$ cat config.mk
export PLATFORM = sky130hd
export DESIGN_NAME = f1_start_ctrl
export DESIGN_NICKNAME = d
export VERILOG_FILES = /design/src/rtl/f1_start_ctrl.sv
export SDC_FILE = /design/constraint.sdc
export NUM_CORES = 1
export LEC_CHECK = 0
export CAP_MARGIN = 20
export CORE_ASPECT_RATIO = 0.8
export CORE_MARGIN = 2
export CORE_UTILIZATION = 45
export DETAILED_ROUTE_END_ITERATION = 12
export GPL_TIMING_DRIVEN = 0
export PLACE_DENSITY_LB_ADDON = 0.25
export SYNTH_ARGS = -nofsm -noshare
export SYNTH_HDL_FRONTEND = slang
export SYNTH_SLANG_ARGS = --single-unit
$ cat constraint.sdc
create_clock -name clk -period 2.86 [get_ports clk]
set_clock_uncertainty 0.1 [all_clocks]
set_input_delay 0.572 -clock clk [delete_from_list [all_inputs] [get_ports clk]]
set_output_delay 0.572 -clock clk [all_outputs]
set_load 0.05 [all_outputs]
$ cat src/rtl/f1_start_ctrl.sv
// ----------------------------------------------------------------------------
// f1_start_ctrl
//   Sequencer for the F1 start-lights reaction game. A free-running 7-bit
//   LFSR (x^7+x^3+1) supplies the random hold length. On a trigger the lights
//   fill one per tick, hold for a random number of ticks, go dark, and the
//   player's reaction time is then counted in clock cycles.
//
// Ports
//   clk          system clock, all state on posedge
//   rst_n        asynchronous active-low reset
//   trigger      start request, honoured only while idle
//   react        player button (synchronous level)
//   lights       light bar, bit0 lights first
//   busy         high whenever the sequencer is not idle
//   delay_val    LFSR value captured as the hold length in ticks
//   react_cnt    reaction time in clk cycles, held until the next start
//   react_valid  1-cycle pulse: react_cnt is valid
//   false_start  1-cycle pulse: react pressed before the lights went off
// ----------------------------------------------------------------------------
module f1_start_ctrl #(
    parameter int unsigned N_LIGHTS = 8,
    parameter int unsigned TICK_DIV = 24,
    parameter int unsigned CNT_W    = 16
) (
    input  logic                clk,
    input  logic                rst_n,
    input  logic                trigger,
    input  logic                react,
    output logic [N_LIGHTS-1:0] lights,
    output logic                busy,
    output logic [6:0]          delay_val,
    output logic [CNT_W-1:0]    react_cnt,
    output logic                react_valid,
    output logic                false_start
);

    localparam int unsigned TW = $clog2(TICK_DIV);

    typedef enum logic [1:0] {
        IDLE   = 2'd0,
        LIGHTS = 2'd1,
        DELAY  = 2'd2,
        TIMING = 2'd3
    } state_t;

    state_t              r_state;
    logic [6:0]          r_lfsr;
    logic [TW-1:0]       r_tick_cnt;
    logic [6:0]          r_hold;
    logic [N_LIGHTS-1:0] r_lights;
    logic                r_busy;
    logic [6:0]          r_delay_val;
    logic [CNT_W-1:0]    r_react_cnt;
    logic                r_react_valid;
    logic                r_false_start;

    logic                w_tick;
    logic [N_LIGHTS-1:0] w_lights_next;
    logic                w_cnt_sat;

    assign w_tick        = (r_tick_cnt == TW'(TICK_DIV - 1));
    assign w_lights_next = {r_lights[N_LIGHTS-2:0], 1'b1};
    assign w_cnt_sat     = &r_react_cnt;

    always_ff @(posedge clk or negedge rst_n) begin
        if (!rst_n) begin
            r_state       <= IDLE;
            r_lfsr        <= 7'h01;
            r_tick_cnt    <= '0;
            r_hold        <= '0;
            r_lights      <= '0;
            r_busy        <= 1'b0;
            r_delay_val   <= '0;
            r_react_cnt   <= '0;
            r_react_valid <= 1'b0;
            r_false_start <= 1'b0;
        end else begin
            r_lfsr        <= {r_lfsr[5:0], r_lfsr[6] ^ r_lfsr[2]};
            r_react_valid <= 1'b0;
            r_false_start <= 1'b0;

            case (r_state)
                IDLE: begin
                    if (trigger) begin
                        r_state     <= LIGHTS;
                        r_busy      <= 1'b1;
                        r_lights    <= '0;
                        r_react_cnt <= '0;
                        r_tick_cnt  <= '0;
                    end
                end

                LIGHTS: begin
                    // A press before lights-out beats any tick in the same cycle
                    if (react) begin
                        r_false_start <= 1'b1;
                        r_lights      <= '0;
                        r_state       <= IDLE;
                        r_busy        <= 1'b0;
                    end else begin
                        r_tick_cnt <= w_tick ? '0 : r_tick_cnt + 1'b1;
                        if (w_tick) begin
                            r_lights <= w_lights_next;
                            if (&w_lights_next) begin
                                r_delay_val <= r_lfsr;
                                r_hold      <= r_lfsr;
                                r_state     <= DELAY;
                            end
                        end
                    end
                end

                DELAY: begin
                    if (react) begin
                        r_false_start <= 1'b1;
                        r_lights      <= '0;
                        r_state       <= IDLE;
                        r_busy        <= 1'b0;
                    end else begin
                        r_tick_cnt <= w_tick ? '0 : r_tick_cnt + 1'b1;
                        if (w_tick) begin
                            // LFSR is never zero, so hold always reaches 1
                            if (r_hold == 7'd1) begin
                                r_lights    <= '0;
                                r_react_cnt <= '0;
                                r_state     <= TIMING;
                            end else begin
                                r_hold <= r_hold - 7'd1;
                            end
                        end
                    end
                end

                TIMING: begin
                    // The press cycle itself counts toward the reaction time
                    if (react) begin
                        r_react_valid <= 1'b1;
                        if (!w_cnt_sat) r_react_cnt <= r_react_cnt + 1'b1;
                        r_state       <= IDLE;
                        r_busy        <= 1'b0;
                    end else if (w_cnt_sat) begin
                        r_state <= IDLE;
                        r_busy  <= 1'b0;
                    end else begin
                        r_react_cnt <= r_react_cnt + 1'b1;
                    end
                end

                default: begin
                    r_state <= IDLE;
                    r_busy  <= 1'b0;
                end
            endcase
        end
    end

    assign lights      = r_lights;
    assign busy        = r_busy;
    assign delay_val   = r_delay_val;
    assign react_cnt   = r_react_cnt;
    assign react_valid = r_react_valid;
    assign false_start = r_false_start;

endmodule

==> key figures, run 1 <==
Setup path
  • WP data required: 2.95 ns
  • Crit path DAT: 2.62 ns
  • FF-to-FF Start: r_tick_cnt[0]
  • Worst r2r dst: r_hold[2]
  • R2R depth: 6
  • Critical Path Fanout Max: 8
  • Setup crit start: r_tick_cnt[0]
  • WS Path Type: flip-flop to flip-flop
  • R2R setup slack: 0.32 ns
  • CP endpoint kind: flip-flop
  • Worst setup SP type: flip-flop

Synth
  • Multiplexer share of the synthesized area: 3.43%
  • Post-Syn Area: 3030 um2
  • Post-synthesis xor/xnor area fraction: 0.289%
  • Synth Area in Simple Gates: 23.0%
  • Post-synth EDFFs: 0
  • Main synth FF type: dfrtp_1
  • Post-synthesis compound-gate area fraction: 20.2%
  • Ys async rst share: 100%
  • Seq/Total Area, Yosys: 45.5%
  • Synth Warn #: 0
  • Syn_nets: 333
  • Yosys reg bits: 55
  • Syn_area_per_cell: 9.47 um2
  • Post-Synth Adder-Cell Area: 3.72%
  • Number of distinct library cells after synthesis: 63
  • Main combinational cell family by area after synthesis: simple AND/OR/NAND/NOR gates
  • Cells after Synth: 320

CTS
  • Clk pin slew, worst setup/hold paths: 0.12 ns
  • Hold-fix buffers, CTS: 0
  • CTS sink count: 55
  • CTS Root Cell: clkbuf_8
  • Deepest clock path buffer count: 2
  • H-tree depth: 2
  • Total setup buffers inserted after CTS: 0
  • Post-CTS sizing: 0
  • Num CTS Buffers: 5
  • Clk_lat worst skew: 0.32 ns
  • CTS tree: done

Floorplan
  • Die X: 95.7 um
  • Vert. Die Dim: 77.4 um
  • Starting Density: 47.0%
  • Row count: 26
  • # IOs: 38
  • Core area: 6440 um2
  • Die area: 7410 um2

Power and ir drop
  • Clock share of power: 22.7%
  • Sequential Power Share: 43.9%
  • Internal power: 0.00129 W
  • VDD IR max: 0.000334 V
  • Logic pwr share: 33.4%
  • Sw Pwr: 0.000806 W
  • Sw frac: 38.5%
  • Pwr/cell area: 578 nW/um2
  • Total power: 0.00209 W
  • Leakage power: 1.48 nW

Placement
  • DPL Wire Length: 5.02 mm
  • GP Congestion: 0.837
  • Port Buffers: 37
  • Placed cells: 442

STA
  • RSZ-0062 raised after global routing: no
  • Hold Slack: 0.118 ns
  • Max Slew Vio Count: 0
  • Period minus WS final: 2.54 ns
  • Slew Limit Headroom: 43.2%
  • Fmax: 394 MHz
  • Period utilization: 88.7%
  • Final setup fails: 0
  • Fin. Hold Viols: 0
  • Worst Tran Pin Value: 0.845 ns
  • Setup_tns: 0 ns

Detailed routing
  • Drt total wl: 7.08 mm
  • Via Count: 2,674
  • Routed Antenna Nets: 0
  • DRC viols: 0
  • Post-DR vias/cell: 5.94
  • Initial DRT Pass Iterations: 4
  • Drt initial violations: 225
  • Avg WL per Cell: 15.7 um

Layout
  • Ant. Diodes: 0
  • Filler cells: 583
  • Final non-filler cell total: 450
  • Layout cells sized above 1: 10.1%
  • Multi-input gate area: 1530 um2
  • Final net count: 378
  • Register area: 1380 um2
  • Synth-to-layout area growth: 19.6%

Run status
  • Outcome: completed

GRT
  • First-pass GRT wire length: 12.0 mm
  • Initial antenna violation count: 0
  • Vias in the first global route: 2,442
  • GR Util All Layers: 20.2%
  • Grt total ovfl: 0
  • Largest net degree at the start of global routing: 35

Run
  • Max Cap Viol: 0

Worst hold path
  • Hold Path Class: input port to asynchronous set/reset pin
power groups by stage:
stage	clock, W	combinational [W]	sequential, W
detailed placement	0	0.000692	0.000934
global placement	0	0.000673	0.000930
CTS	0.000488	0.000699	0.000919
global route	0.000519	0.000771	0.000933
finish	0.000476	0.000698	0.000919
floorplan	0	0.000421	0.00101
stage by stage:
| step | instance area [um2] | setup WS [ns] | utilization [%] |
|---|---|---|---|
| final | 3620 | 0.324 | 56.2 |
| after floorplan | 3030 | 0.525 | - |
| after global routing | 3620 | 0.0927 | 56.2 |
| after detailed placement | 3520 | 0.158 | 54.6 |
| after global placement | 3500 | -0.610 | 54.4 |
| after CTS | 3620 | 0.329 | 56.2 |
cell usage after synthesis, drive strengths merged, types with 4 or more instances:
| library cell | count | area (um2) |
|---|---|---|
| nor2b | 6 | 37.5 |
| nor3 | 7 | 40.0 |
| buf | 6 | 38.8 |
| inv | 12 | 45.0 |
| a41oi | 4 | 35.0 |
| nand4 | 10 | 75.1 |
| or4 | 4 | 30.0 |
| nor2 | 15 | 56.3 |
| a21oi | 20 | 104 |
| nand3 | 7 | 40.0 |
| a22o | 5 | 43.8 |
| nand2 | 42 | 158 |
| nor4 | 4 | 40.0 |
| a31oi | 4 | 25.0 |
| ha | 9 | 113 |
| or3 | 8 | 50.1 |
| mux2 | 8 | 93.8 |
| nand2b | 4 | 25.0 |
| clkbuf | 8 | 30.0 |
| o21ai | 35 | 175 |
| dfrtp | 54 | 1350 |
worst max path at each step:
| stage | to | slack, ns | depth (start not counted) |
|---|---|---|---|
| floorplan | busy | 0.53 | 7 |
| CTS | r_hold[3] | 0.33 | 6 |
| global route | r_hold[3] | 0.09 | 6 |
| global placement | r_hold[0] | -0.61 | 1 |
| finish | r_hold[2] | 0.32 | 6 |
| detailed placement | r_hold[3] | 0.16 | 6 |
registers in the layout, summed over array words and instances (netlist names):
signal,cells
r_tick_cnt,5
r_lfsr,7
lights,8
r_state,2
react_valid,1
false_start,1
delay_val,7
busy,1
r_hold,7
react_cnt,16
per-layer routing:
layer | global-route usage (%) | vias up | part of all wire, %
met5 | 0 | - | 0
met4 | 4.57 | 0 | 0.86
met3 | 3.20 | 6 | 5.2
met2 | 27.6 | 90 | 41
met1 | 33.2 | 1300 | 53
li1 | - | 1278 | -
worst max-delay path, stage by stage, from the launching register on:
cell and delay, ns:
dfrtp_1 0.45, ha_1 0.26, nand4b_1 0.37, nor3_2 0.67, or2_2 0.21, clkbuf_1 0.25
a2bb2oi_1 0.10
logic make-up (layout without fill, tap and decap cells):
kind of cell | count (synthesis) | count (layout)
XOR/XNOR | 1 | 1
AND/OR/NAND/NOR | 125 | 125
adder cells (fa/ha/maj) | 9 | 9
AO/OA/AOI/OAI | 94 | 94
flip-flops | 55 | 55
multiplexers | 9 | 9
buffers and inverters | 27 | 73
area by class of cell:
| cell class | count | area share [%] |
|---|---|---|
| multi-input combinational | 238 | 42.3 |
| buffer | 14 | 1.90 |
| tap | 84 | 2.90 |
| clock buffer | 5 | 1.90 |
| clock inverter | 3 | 0.933 |
| timing repair buffer | 38 | 10.6 |
| inverter | 13 | 1.35 |
| sequential | 55 | 38.0 |
layout by cell type, fill, tap and decap left out, drive strengths merged, types with 2 or more instances in the layout:
master	netlist	final
dfrtp	54	54
nand2	42	42
clkdlybuf4s50	0	36
o21ai	35	35
a21oi	20	20
nor2	15	15
inv	12	13
clkbuf	8	13
nand4	10	10
ha	9	9
or3	8	8
mux2	8	8
buf	6	8
nand3	7	7
nor3	7	7
nor2b	6	6
a22o	5	5
a31oi	4	4
nand2b	4	4
a41oi	4	4
or4	4	4
nor4	4	4
nor3b	3	3
a2bb2oi	3	3
a22oi	3	3
o31ai	3	3
clkinv	1	3
and2	2	2
nand4b	2	2
and4	2	2
and3	2	2
or2	2	2
o22ai	2	2
nor4b	2	2
o2bb2ai	2	2
o41ai	2	2
or4b	2	2
o211ai	2	2
(Power assumes the default switching activity.)
==> run 2, diff against run 1 <==
CTS_CLUSTER_DIAMETER = 200   (was default)
MAX_ROUTING_LAYER = met4   (was default)
==> key figures, run 2 (synthesized netlist as in run 1, its figures left out) <==
Run status
  • Outcome: completed

Detailed routing
  • Avg WL per Cell: 15.7 um (about the same)
  • Drt initial violations: 201 (-11%)
  • Initial DRT Pass Iterations: 4 (unchanged)
  • Drt total wl: 7.09 mm (about the same)
  • Post-DR vias/cell: 5.83 (-1.9%)
  • Via Count: 2,623 (-1.9%)
  • Routed Antenna Nets: 0 (unchanged)
  • DRC viols: 0 (unchanged)

CTS
  • Deepest clock path buffer count: 2 (unchanged)
  • CTS Root Cell: clkbuf_8
  • Post-CTS sizing: 0 (unchanged)
  • Clk_lat worst skew: 0.31 ns (about the same)
  • Total setup buffers inserted after CTS: 0 (unchanged)
  • CTS sink count: 55 (unchanged)
  • Num CTS Buffers: 5 (unchanged)
  • Hold-fix buffers, CTS: 0 (unchanged)
  • Clk pin slew, worst setup/hold paths: 0.12 ns (about the same)
  • CTS tree: done
  • H-tree depth: 2 (unchanged)

STA
  • Period utilization: 88.7% (about the same)
  • Max Slew Vio Count: 0 (unchanged)
  • RSZ-0062 raised after global routing: no
  • Hold Slack: 0.121 ns (+0.00256 ns)
  • Setup_tns: 0 ns (unchanged)
  • Fmax: 394 MHz (about the same)
  • Final setup fails: 0 (unchanged)
  • Fin. Hold Viols: 0 (unchanged)
  • Slew Limit Headroom: 42.1% (-1.1 points)
  • Worst Tran Pin Value: 0.861 ns (+0.0162 ns)
  • Period minus WS final: 2.54 ns (+0.000884 ns)

Setup path
  • CP endpoint kind: flip-flop
  • CP bufs+invs: 1 (unchanged)
  • Critical Path Fanout Max: 8 (unchanged)
  • CP cell instances: ha_1 -> nand4b_1 -> nor3_2 -> or2_2 -> clkbuf_1 -> a2bb2oi_1
  • Worst setup SP type: flip-flop
  • Slowest cell on the critical path: nor3_2
  • Crit-path max cell delay: 0.67 ns (about the same)
  • Delay-heaviest family, CP: simple AND/OR/NAND/NOR gates
  • Crit path DAT: 2.63 ns (about the same)
  • WS Path Type: flip-flop to flip-flop
  • WP data required: 2.95 ns (about the same)

Floorplan
  • Vert. Die Dim: 77.4 um (unchanged)
  • Die X: 95.7 um (unchanged)
  • Starting Density: 47.0% (unchanged)
  • # IOs: 38 (unchanged)
  • Die area: 7410 um2 (unchanged)
  • Core area: 6440 um2 (unchanged)
  • Row count: 26 (unchanged)

Placement
  • Port Buffers: 37 (unchanged)
  • DPL Wire Length: 5.02 mm (unchanged)
  • GP Congestion: 0.850 (+1.5%)
  • Placed cells: 442 (unchanged)

Layout
  • Ant. Diodes: 0 (unchanged)
  • Max reg flops: 16 (unchanged)
  • Final net count: 378 (unchanged)
  • Synth-to-layout area growth: 19.6% (unchanged)
  • Final non-filler cell total: 450 (unchanged)
  • Commonest cells after routing, fill and taps aside: dfrtp_1, nand2_1, clkdlybuf4s50_1
  • Most common cell after layout, fill and taps aside: dfrtp_1
  • Layout cells sized above 1: 10.1% (unchanged)

Power and ir drop
  • Clock share of power: 22.6% (about the same)
  • Leakage power: 1.48 nW (unchanged)
  • Sequential Power Share: 43.9% (about the same)
  • VDD IR max: 0.000332 V (-0.43%)
  • Internal power: 0.00129 W (about the same)
  • Pwr/cell area: 577 nW/um2 (about the same)
  • Sw frac: 38.5% (-0.060 points)
  • Sw Pwr: 0.000804 W (-0.25%)
  • Logic pwr share: 33.4% (about the same)

GRT
  • Grt total ovfl: 0 (unchanged)
  • Initial antenna violation count: 0 (unchanged)
  • First-pass GRT wire length: 12.0 mm (about the same)
  • Largest net degree at the start of global routing: 35 (unchanged)
  • Vias in the first global route: 2,435 (-0.29%)
  • GR Util All Layers: 20.8% (+0.56 points)

Run
  • Max Cap Viol: 0 (unchanged)

Worst hold path
  • Hold Path Class: input port to asynchronous set/reset pin
## run 2: metal layers
layer / track usage, % / vias up / part of all wire (%)
li1: - / 1278 / -
met1: 33.2 / 1280 / 54
met2: 27.6 / 61 / 42
met3: 3.20 / 4 / 4.1
met4: 4.57 / 0 / 0.62
met5: - / - / 0
## run 2: layout make-up
type / instances / area [um2]
plain buffers: 14 / 68.8
clock buffers: 5 / 68.8
clock inverters: 3 / 33.8
fillers: 583 / 2820
inverters: 13 / 48.8
multi-input cells: 238 / 1530
flip-flops and latches: 55 / 1380
well taps: 84 / 105
repair buffers: 38 / 385
## run 2: worst paths after layout
kind                               startpoint            to  slack [ns]  cells after the start
worst max-delay path            r_tick_cnt[0]     r_hold[3]        0.32                      6
worst min-delay path                    rst_n  react_cnt[8]        0.12                      1
worst max register to register  r_tick_cnt[0]     r_hold[3]        0.32                      6
worst min register to register      r_lfsr[1]     r_lfsr[2]        0.32                      0
max in group asynchronous               rst_n     r_lfsr[0]        1.90                      2
min in group clk                    r_lfsr[1]     r_lfsr[2]        0.32                      0
## run 2: power by group through the flow
stage | sequential, W | combinational [W] | clock [W]
2_1_floorplan | 0.00101 | 0.000421 | 0
3_3_place_gp | 0.000930 | 0.000673 | 0
3_5_place_dp | 0.000934 | 0.000692 | 0
4_1_cts | 0.000919 | 0.000699 | 0.000488
5_1_grt | 0.000933 | 0.000771 | 0.000519
6_report | 0.000919 | 0.000699 | 0.000473
## run 2: metrics by stage
stage               setup WS, ns  util [%]  power (W)  instance area [um2]
floorplan                  0.525         -    0.00143                 3030
global placement          -0.610      54.4    0.00160                 3500
detailed placement         0.158      54.6    0.00163                 3520
CTS                        0.329      56.2    0.00211                 3620
global route              0.0927      56.2    0.00222                 3620
finish                     0.323      56.2    0.00209                 3620
